--- config.mk ---
export PLATFORM = sky130hd
export DESIGN_NAME = rst_seq
export DESIGN_NICKNAME = d
export VERILOG_FILES = /design/src/rtl/rst_seq.sv
export SDC_FILE = /design/constraint.sdc
export NUM_CORES = 1
export LEC_CHECK = 0
export ABC_AREA = 1
export CAP_MARGIN = 20
export CORE_ASPECT_RATIO = 0.8
export CORE_MARGIN = 2
export CORE_UTILIZATION = 48
export DETAILED_ROUTE_END_ITERATION = 12
export PLACE_DENSITY = 0.66
export SETUP_SLACK_MARGIN = 0.2
export SYNTH_ARGS = -nofsm -noshare
export SYNTH_HDL_FRONTEND = slang
export SYNTH_SLANG_ARGS = --single-unit
--- constraint.sdc ---
create_clock -name CLK -period 4.3 [get_ports CLK]
set_input_delay 0.43 -clock CLK [delete_from_list [all_inputs] [get_ports CLK]]
set_output_delay 0.43 -clock CLK [all_outputs]
set_load 0.02 [all_outputs]
--- src/rtl/rst_seq.sv ---
// Sequenced per-channel reset release after clock lock; optional LOCK input under `RST_SEQ_LOCK_EN.
// Channel 0 releases 3+HOLD_CYC edges after RSTn release, then one channel per STAGE_CYC; no backpressure.
module rst_seq #(
    parameter int NCH       = 4,
    parameter int HOLD_CYC  = 32768,
    parameter int STAGE_CYC = 16
) (
    input  logic           CLK,
    input  logic           RSTn,
`ifdef RST_SEQ_LOCK_EN
    input  logic           LOCK,
`endif
    input  logic           SW_RST,
    output logic [NCH-1:0] RST_OUTn,
    output logic           READY
);

    localparam int HW = (HOLD_CYC  > 1) ? $clog2(HOLD_CYC)  : 1;
    localparam int SW = (STAGE_CYC > 1) ? $clog2(STAGE_CYC) : 1;
    localparam int IW = (NCH       > 1) ? $clog2(NCH)       : 1;
    localparam logic [HW-1:0] HOLD_LAST = HW'(HOLD_CYC - 1);
    localparam logic [SW-1:0] STG_LAST  = SW'(STAGE_CYC - 1);
    localparam logic [IW-1:0] IDX_LAST  = IW'(NCH - 1);

    typedef enum logic [1:0] {IDLE, HOLD, STAGE, RUN} state_t;

    state_t          state, state_d;
    logic [HW-1:0]   hold_cnt, hold_d;
    logic [SW-1:0]   stg_cnt, stg_d;
    logic [IW-1:0]   idx, idx_d;
    logic [NCH-1:0]  rst_out_d;
    logic            ready_d;
    logic            rst_s1, rst_s;
    logic            lock_s;
    logic            abort;

    always_ff @(posedge CLK or negedge RSTn) begin
        if (!RSTn) begin
            rst_s1 <= 1'b0;
            rst_s  <= 1'b0;
        end else begin
            rst_s1 <= 1'b1;
            rst_s  <= rst_s1;
        end
    end

`ifdef RST_SEQ_LOCK_EN
    logic lock_s1;
    always_ff @(posedge CLK or negedge RSTn) begin
        if (!RSTn) begin
            lock_s1 <= 1'b0;
            lock_s  <= 1'b0;
        end else begin
            lock_s1 <= LOCK;
            lock_s  <= lock_s1;
        end
    end
`else
    assign lock_s = 1'b1;
`endif

    assign abort = !lock_s || SW_RST;

    // Outputs are registered from the next state so released channels never see decode glitches.
    always_ff @(posedge CLK or negedge RSTn) begin
        if (!RSTn) begin
            state    <= IDLE;
            hold_cnt <= '0;
            stg_cnt  <= '0;
            idx      <= '0;
            RST_OUTn <= '0;
            READY    <= 1'b0;
        end else if (!rst_s) begin
            state    <= IDLE;
            hold_cnt <= '0;
            stg_cnt  <= '0;
            idx      <= '0;
            RST_OUTn <= '0;
            READY    <= 1'b0;
        end else begin
            state    <= state_d;
            hold_cnt <= hold_d;
            stg_cnt  <= stg_d;
            idx      <= idx_d;
            RST_OUTn <= rst_out_d;
            READY    <= ready_d;
        end
    end

    always_comb begin
        state_d = state;
        hold_d  = hold_cnt;
        stg_d   = stg_cnt;
        idx_d   = idx;
        if (state != IDLE && abort) begin
            state_d = IDLE;
            hold_d  = '0;
            stg_d   = '0;
            idx_d   = '0;
        end else begin
            case (state)
                IDLE: begin
                    hold_d = '0;
                    stg_d  = '0;
                    idx_d  = '0;
                    if (lock_s && !SW_RST) state_d = HOLD;
                end
                HOLD: begin
                    if (hold_cnt == HOLD_LAST) state_d = STAGE;
                    else                       hold_d  = hold_cnt + 1'b1;
                end
                STAGE: begin
                    if (idx == IDX_LAST) begin
                        state_d = RUN;
                    end else if (stg_cnt == STG_LAST) begin
                        stg_d = '0;
                        idx_d = idx + 1'b1;
                    end else begin
                        stg_d = stg_cnt + 1'b1;
                    end
                end
                RUN: ;
                default: state_d = IDLE;
            endcase
        end
    end

    always_comb begin
        rst_out_d = '0;
        ready_d   = 1'b0;
        case (state_d)
            STAGE: begin
                for (int k = 0; k < NCH; k++) rst_out_d[k] = (k <= int'(idx_d));
            end
            RUN: begin
                rst_out_d = '1;
                ready_d   = 1'b1;
            end
            default: ;
        endcase
    end

endmodule

==> run metrics, run 1 <==
via count 1413; Sw Ratio 0.225; clock tree buffer depth 2; clk sinks 30; clock power share 0.392; outcome complete, no violations; H-tree depth 2; synth warn 0; Max Cap Violations 0; period utilization 0.419; WP data required 4520 ps; vias in the first global route 1268; Congestion Overflow GR 0; Async S/R FF share, synth 1.00; worst ir drop on vdd 0.235 mV; Routed Wire Length 3.27 mm; Pint 399 µW; Routability Congestion 0.854; critical path endpoint category register; Clock Latency Late Sink 280 ps; leading area contributor after synthesis dfrtp_1; post-route setup TNS 0 ps; Placed Area 1810 µm²; Synth Instances 233; number of synthesized register bits 30; n_diodes 0; Fin. Hold Viols 0; vias per cell 4.92; Die X 70.9 µm; drt initial violations 84; Detailed Routing Iterations Pass 1 4; Power Density 272 nW/µm²; NetSw 116 µW; Final setup viols 0; EDFF count, synth 0; # IOs 8; Final nets 251; Starting Density 0.503; max incr delay on CP 410 ps; Fillers 328; crit path kind reg2reg; Synth Flop Type dfrtp_1; top post-synthesis cells by count nand2_1 (69), inv_1 (34), dfrtp_1 (30); dpl hpwl 2.51 mm; port buffer count 7; most frequent cell after synthesis nand2_1; CP arrival 2020 ps; CTS Buf Count 5; Area Overhead vs Synth 9.89%; r2r setup slk 2500 ps; setup repair bufs after CTS 0; core region area 3420 µm²; fin area 1890 µm²; Post-Syn Area 1720 µm²; largest net degree at the start of global routing 31; initial antenna violation count 0; Worst path slowest cell dfrtp_1; first-pass GRT wire length 5.78 mm; Avg Synthesized Cell Area 7.38 µm²; Unique masters post-synth 25; CP cell instances ha_1 -> nand3_1 -> nor2_1 -> nand3_2 -> nand2_4 -> nand2_4 -> inv_4 -> nand2_1 -> nand2_1 -> nand2_1 -> inv_1; top cell type's share of synthesized area 0.436; clk root buf clkbuf_8; Fmax achieved 0.555 GHz; GRT Util Overall 0.186; Die H 57.5 µm; hold_buf cts 0; TritonCTS clock tree yes; drt drc 0; Worst Path Max Fanout 15; area occupied by registers 751 µm²; Die ar. 4080 µm²; most frequent CP cell nand2_1; top cells by area, synth dfrtp_1 (44%), nand2_1 (15%), inv_1 (7.4%), nand3_1 (6.7%), nor2_1 (5.7%); nature of the critical path startpoint register; RSZ-0062 raised after global routing false; layout cell share with drive strength beyond 1 0.0735; Final ANT Viol Nets 0; CTS resizes 0; sequential fraction of the synthesis area 0.436; Final Slew Violations 0; multi-input logic area 797 µm²; combinational power share 0.049; clk_skew 10.3 ps; Sequential Power Share 0.560; CTS clk-pin slew, worst paths 60 ps; Hold Path Class reg2reg; # rows 19; post-route minimum period 1800 ps; Leak 0.958 nW; Mapped Nets 239; DR WL/cell 11.4 µm
kinds of logic (layout without fill, tap and decap cells):
group	Yosys count	count (layout)	synth area share
AND/OR/NAND/NOR	139	139	0.360
buffers and inverters	38	50	0.100
flip-flops	30	30	0.436
AO/OA/AOI/OAI	19	19	0.0640
adder cells (fa/ha/maj)	3	3	0.0218
XOR/XNOR	3	3	0.0153
other	1	1	0.00218
metrics by stage:
| step | power [mW] | hold slack, ps | instances | worst slack [ps] | utilization |
|---|---|---|---|---|---|
| global route | 0.541 | 371 | 287 | 2320 | 0.552 |
| finish | 0.515 | 355 | 287 | 2500 | 0.552 |
| CTS | 0.525 | 359 | 287 | 2490 | 0.552 |
| global placement | 0.319 | 333 | 280 | 2370 | 0.529 |
| detailed placement | 0.319 | 347 | 280 | 2340 | 0.529 |
| floorplan | 0.307 | 134 | 233 | 2810 | - |
flip-flops by register name, indices dropped and copies added (netlist names):
signal and flops:
READY 1, RST_OUTn 4, hold_cnt 15, idx 2
rst_s 1, rst_s1 1, state 2, stg_cnt 4
metal layers:
metal  share of wire  track usage  up-vias  routed length (µm)
li1                -            -      759                   -
met1            0.56        0.288      621                1840
met2            0.38        0.239       28                1240
met3           0.046       0.0530        5                 151
met4           0.012       0.0809        0                  38
met5               0            0        -                   0
area by class of cell:
cell class / instances / share of cell area
multi-input cells: 165 / 0.422
flip-flops and latches: 30 / 0.397
inverters: 35 / 0.0708
repair buffers: 8 / 0.0410
clock buffers: 5 / 0.0364
well taps: 42 / 0.0278
clock inverters: 2 / 0.00529
layout by cell type, fill, tap and decap left out:
cell / instances
nand2_1: 69
inv_1: 34
dfrtp_1: 30
nor2_1: 26
nand3_1: 23
a21oi_1: 9
nand4_1: 7
clkdlybuf4s50_1: 7
nor3_1: 6
o21ai_0: 6
clkbuf_8: 5
xor2_1: 3
ha_1: 3
nand2_4: 2
o21ai_2: 2
nand2_2: 2
clkinv_2: 2
and3_1: 1
nor3_4: 1
nor2_2: 1
nand3_2: 1
inv_4: 1
a32o_1: 1
o21bai_1: 1
buf_4: 1
conb_1: 1
path summary, 6_finish.rpt:
| kind | start | end | cells past startpoint |
|---|---|---|---|
| hold / removal | rst_s1 | rst_s | 0 |
| setup reg to reg | hold_cnt[0] | RST_OUTn[3] | 11 |
| hold reg to reg | rst_s1 | rst_s | 0 |
| setup / recovery | hold_cnt[0] | RST_OUTn[3] | 11 |
| max in group asynchronous | RSTn | state[1] | 2 |
| min in group asynchronous | RSTn | hold_cnt[14] | 2 |
critical path: cells and delay by family, from the launching register on:
family / cells / cell delay, ps
buf+inv: 2 / 200
simple gates: 8 / 860
flops: 1 / 410
fa+ha+maj: 1 / 290
power groups by stage:
| stage | clock network, mW | logic [mW] | registers, mW |
|---|---|---|---|
| 6_report | 0.202 | 0.0251 | 0.288 |
| 5_1_grt | 0.222 | 0.0300 | 0.288 |
| 4_1_cts | 0.211 | 0.0255 | 0.288 |
| 3_5_place_dp | 0 | 0.0255 | 0.293 |
| 3_3_place_gp | 0 | 0.0256 | 0.293 |
| 2_1_floorplan | 0 | 0.0154 | 0.291 |
Note: power is estimated with default switching activity, not from simulation.
==> run 2: changes to the inputs <==
--- a/config.mk
+++ b/config.mk
@@ -11,7 +11,7 @@
 export CORE_MARGIN = 2
 export CORE_UTILIZATION = 48
 export DETAILED_ROUTE_END_ITERATION = 12
-export PLACE_DENSITY = 0.66
+export PLACE_DENSITY = 0.68
 export SETUP_SLACK_MARGIN = 0.2
 export SYNTH_ARGS = -nofsm -noshare
 export SYNTH_HDL_FRONTEND = slang
==> constraint.sdc (replaced) <==
create_clock -name CLK -period 1.5 [get_ports CLK]
set_input_delay 0.15 -clock CLK [delete_from_list [all_inputs] [get_ports CLK]]
set_output_delay 0.15 -clock CLK [all_outputs]
set_load 0.02 [all_outputs]
==> run metrics, run 2 (synthesized netlist as in run 1, its figures left out) <==
outcome complete, no violations; Die H 57.5 µm (unchanged); Fin. Hold Viols 0 (unchanged); Detailed Routing Iterations Pass 1 4 (unchanged); Final ANT Viol Nets 0 (unchanged); Routed Wire Length 4.47 mm (+37%); clock tree buffer depth 2 (unchanged); # IOs 8 (unchanged); first-pass GRT wire length 7.05 mm (+22%); drt initial violations 126 (+50%); worst ir drop on vdd 0.594 mV (+150%); WP data required 1680 ps (-2840 ps); fin area 2510 µm² (+33%); layout cell share with drive strength beyond 1 0.396 (+0.323); clk sinks 30 (unchanged); crit path kind reg2reg; critical path endpoint category register; vias per cell 5.07 (+2.9%); DR WL/cell 13.7 µm (+20%); Top reg by flops hold_cnt; Fmax achieved 0.682 GHz (+23%); hold_buf cts 0 (unchanged); critical path launch point hold_cnt[1]; Final Slew Violations 0 (unchanged); final core occ 0.732 (+0.180); dpl hpwl 2.85 mm (+13%); vias in the first global route 1553 (+22%); Worst path slowest cell dfrtp_1; commonest cells after routing, fill and taps aside nand2_1 (47), buf_4 (32), inv_1 (30); GR peak layer met2; clk_skew 8.01 ps (-2.33 ps); Clock Latency Late Sink 290 ps (about the same); Routability Congestion 0.864 (+1.2%); Worst Path Max Fanout 5 (-10); nature of the critical path startpoint register; # rows 19 (unchanged); largest registers hold_cnt: 15 flops, RST_OUTn: 4 flops, stg_cnt: 4 flops; Die ar. 4080 µm² (unchanged); GRT met3 Usage 0.0601 (+0.00707); n_diodes 0 (unchanged); max reg flops 15 (unchanged); Hold Path Class in2async; initial antenna violation count 0 (unchanged); clk root buf clkbuf_8; period utilization 0.978 (+0.559); Area Overhead vs Synth 45.7%; CTS Buf Count 5 (unchanged); post-route minimum period 1470 ps (-335 ps); Final setup viols 0 (unchanged); Max Cap Violations 0 (unchanged); total power 1.64 mW (+220%); CTS clk-pin slew, worst paths 70 ps (about the same); largest net degree at the start of global routing 31 (unchanged); launching point of the worst reg2reg path hold_cnt[1]; WHS 246 ps (-108 ps); Critical path buffers and inverters 1 (-1); core region area 3420 µm² (unchanged); most common cell after layout, fill and taps aside nand2_1; Starting Density 0.503 (unchanged); TritonCTS clock tree yes; RSZ-0062 raised after global routing true; Leak 1.26 nW (+31%); Final nets 290 (+16%); H-tree depth 2 (unchanged); max incr delay on CP 390 ps (-20 ps); Die X 70.9 µm (unchanged); CP cell instances ha_4 -> nand3_4 -> nor2_4 -> nand3_4 -> nand2_4 -> nand2_8 -> buf_12 -> nand2_2 -> nand2_1 -> nand2_1 -> nor2_1; Crit path max-delay family simple AND/OR/NAND/NOR gates; met2 usage 0.327 (+0.0881); drt drc 0 (unchanged); CP arrival 1650 ps (-370 ps); grt met1 use 0.324 (+0.0355); Power Density 653 nW/µm² (+140%); port buffer count 7 (unchanged); via count 1657 (+17%); Placed Area 2050 µm² (+13%); GRT Util Overall 0.223 (+0.0370); Congestion Overflow GR 0 (unchanged)
==> run 2: changes by cell type in the layout (fill, tap and decap cells not counted), moves of 5 or more <==
cell | before | now
buf_4 | 1 | 32
nand2_1 | 69 | 47
nand2_2 | 2 | 22
nand3_1 | 23 | 16
nor2_1 | 26 | 19
buf_6 | 0 | 6
clkdlybuf4s50_1 | 7 | 2
dlygate4sd2_1 | 0 | 5
nand3_2 | 1 | 6
nor2_4 | 0 | 5
o21ai_0 | 6 | 1
==> run 2: final cells by class <==
cell class                 instances  area [µm²]
clock buffer                       6        82.6
sequential                        30         754
timing repair buffer              47         419
fill                             254         917
inverter                          35         141
clock inverter                     2        12.5
multi-input combinational        165        1040
tap                               42        52.6
==> run 2: what timing repair did <==
item                       in CTS  in global routing
buffers inserted                8                  6
gates cloned                    1                  0
pin swaps                       8                 18
gates resized for setup        29                 48
setup endpoints to repair      28                 27
==> run 2: where the power goes <==
group          leakage (nW)  switching, mW  internal [mW]
Combinational         0.800         0.0756         0.0444
Sequential            0.409         0.0105          0.816
Clock                0.0472          0.323          0.368
==> run 2: per-layer routing <==
metal | part of all wire | wire (µm)
met1 | 0.47 | 2090
met3 | 0.059 | 262
met4 | 0.0092 | 41
met2 | 0.46 | 2080
met5 | 0 | 0
==> run 2: path summary, 6_finish.rpt <==
check	cells after the start	endpoint	slack, ps
setup / recovery	11	hold_cnt[11]	30
max in group asynchronous	2	hold_cnt[2]	950
setup reg to reg	11	hold_cnt[11]	30
min in group CLK	0	rst_s	360
hold / removal	2	hold_cnt[12]	250
hold reg to reg	0	rst_s	360
==> run 2: metrics by stage <==
| stage | worst slack, ps | cells | setup TNS (ps) |
|---|---|---|---|
| floorplan | 119 | 233 | 0 |
| global route | -84.9 | 327 | -443 |
| detailed placement | -37.7 | 304 | -72.4 |
| CTS | 28.7 | 321 | 0 |
| global placement | -4.56 | 304 | -4.56 |
| finish | 33.2 | 327 | 0 |
==> run 3: changes to the inputs <==
--- a/config.mk
+++ b/config.mk
@@ -8,9 +8,9 @@
 export ABC_AREA = 1
 export CAP_MARGIN = 20
 export CORE_ASPECT_RATIO = 0.8
-export CORE_MARGIN = 2
 export CORE_UTILIZATION = 48
 export DETAILED_ROUTE_END_ITERATION = 12
+export GPL_TIMING_DRIVEN = 0
 export PLACE_DENSITY = 0.68
 export SETUP_SLACK_MARGIN = 0.2
 export SYNTH_ARGS = -nofsm -noshare
==> run metrics, run 3 (synthesized netlist as in run 1, its figures left out) <==
outcome finished, violations left; DR WL met3 308 µm (+18%); Routability Congestion 0.867 (+0.35%); max reg flops 15 (unchanged); nature of the critical path startpoint register; Fmax achieved 0.641 GHz (-6.0%); Power Density 666 nW/µm² (+1.9%); DP Cell Count 283 (-6.9%); CP cell instances inv_1 -> nor3_2 -> nand2_1 -> xor2_1 -> nor2_1 -> nand3_1 -> nand2_1; DR WL/cell 14.4 µm (+5.3%); clock tree buffer depth 2 (unchanged); critical path launch point hold_cnt[3]; r2r setup slk -60 ps (-90 ps); critical path endpoint category register; Worst Path Max Fanout 4 (-1); max layer used met4; Detailed Routing Iterations Pass 1 4 (unchanged); CP endpoint hold_cnt[6]; pre-CTS WS -190 ps (-153 ps); period utilization 1.04 (+0.0630); Die X 68.9 µm (-2.8%); reg2reg path depth 7 (-4); Clock Latency Late Sink 290 ps (about the same); Fillers 259 (+2.0%); Final WS setup -61.3 ps (-94.5 ps); dpl hpwl 2.72 mm (-4.5%); layout cell share with drive strength beyond 1 0.361 (-0.0355); via count 1655 (-0.12%); core region area 3420 µm² (unchanged); slew margin rel. 0.552; crit path kind reg2reg; WP data required 1720 ps (+40 ps); Congestion Overflow GR 0 (unchanged); port buffer count 7 (unchanged); post-route setup TNS -61.3 ps (-61.3 ps); clk sinks 30 (unchanged); vias in the first global route 1469 (-5.4%); final core occ 0.713 (-0.0194); DR WL met2 2.14 mm (+2.8%); Max Cap Violations 0 (unchanged); clk_skew 8.33 ps (+0.316 ps); failing checks negative setup slack; WHS 277 ps (+30.9 ps); CTS clk-pin slew, worst paths 70 ps (about the same); drt initial violations 106 (-16%); TritonCTS clock tree yes; Die H 55.5 µm (-3.5%); Fin. Hold Viols 0 (unchanged); first-pass GRT wire length 6.83 mm (-3.1%); H-tree depth 2 (unchanged); Final Slew Violations 0 (unchanged); vias per cell 5.19 (+2.4%); clk root buf clkbuf_8; Metal-1 WL 2.04 mm (-2.4%); post-route minimum period 1560 ps (+94.5 ps); Hold Path Class in2async; RSZ-0062 raised after global routing true; hold_buf cts 0 (unchanged); Final ANT Viol Nets 0 (unchanged); drt drc 0 (unchanged); most frequent CP cell nand2_1; Starting Density 0.503 (unchanged); Least-Margin Pin Slew 669 ps; Final setup viols 1 (+1); initial antenna violation count 0 (unchanged); most common cell after layout, fill and taps aside nand2_1; largest registers hold_cnt: 15 flops, RST_OUTn: 4 flops, stg_cnt: 4 flops; Top reg by flops hold_cnt; Die ar. 3830 µm² (-6.2%); worst ir drop on vdd 0.589 mV (-0.75%); launching point of the worst reg2reg path hold_cnt[3]; # rows 19 (unchanged); Area Overhead vs Synth 41.8%; # IOs 8 (unchanged); largest net degree at the start of global routing 19 (-39%); max incr delay on CP 450 ps (+60 ps); Leak 1.20 nW (-4.3%); CTS Buf Count 5 (unchanged); Worst path slowest cell dfrtp_1; Final nets 282 (-2.8%); n_diodes 0 (unchanged); GRT Util Overall 0.246 (+0.0227); Routed Wire Length 4.59 mm (+2.7%); fin cells 319 (-2.4%); CP arrival 1780 ps (+130 ps); worst reg2reg endpoint hold_cnt[6]; commonest cells after routing, fill and taps aside nand2_1 (53), inv_1 (28), dfrtp_1 (25), buf_4 (25), nand3_1 (17)
[run 3: changes by cell type in the layout (fill, tap and decap cells not counted), sizes merged]
| cell | previous run | this run |
|---|---|---|
| clkinv | 2 | 1 |
| buf | 40 | 30 |
| clkbuf | 6 | 9 |
[run 3: per-stage QoR]
| stage | total power [mW] | cell area (µm²) |
|---|---|---|
| floorplan | 0.882 | 1770 |
| global placement | 0.917 | 1890 |
| detailed placement | 0.927 | 1920 |
| CTS | 1.61 | 2170 |
| global route | 1.69 | 2440 |
| finish | 1.62 | 2440 |
[run 3: routing by layer]
layer  up-vias  global-route usage
li1        830                   -
met1       748               0.369
met2        61               0.347
met3        16              0.0620
met4         0              0.0700
met5         -                   0
[run 3: worst min-delay path by stage]
stage	startpoint	end
floorplan	RSTn	READY
global placement	rst_s1	rst_s
detailed placement	rst_s1	rst_s
CTS	RSTn	hold_cnt[6]
global route	RSTn	idx[0]
finish	RSTn	idx[0]
[run 3: layout make-up]
type | count | area (µm²) | share of cell area
Multi-Input combinational cell | 165 | 1010 | 0.414
Sequential cell | 30 | 757 | 0.310
Timing Repair Buffer | 36 | 330 | 0.135
Inverter | 35 | 143 | 0.0585
Clock buffer | 7 | 86.3 | 0.0354
Buffer | 3 | 56.3 | 0.0231
Tap cell | 42 | 52.6 | 0.0215
Clock inverter | 1 | 5.00 | 0.00205
[run 3: critical path: cells and delay by family (launching register included)]
kind,cells,cell delay (ps)
xor+xnor,1,170
buf+inv,1,110
flops,1,450
simple gates,5,780
[run 3: report_power, final]
group	internal (mW)	leakage, nW	switching, mW	total (mW)
Combinational	0.0435	0.749	0.0760	0.119
Sequential	0.816	0.405	0.00912	0.825
Clock	0.370	0.0482	0.310	0.680
Total	1.23	1.20	0.395	1.62
[run 3: repair_timing]
action	CTS	global route
pin swaps	7	14
resized for setup	29	38
setup buffers	9	17
setup endpoints to repair	32	28
hold endpoints to repair	0	0
gates cloned	1	1
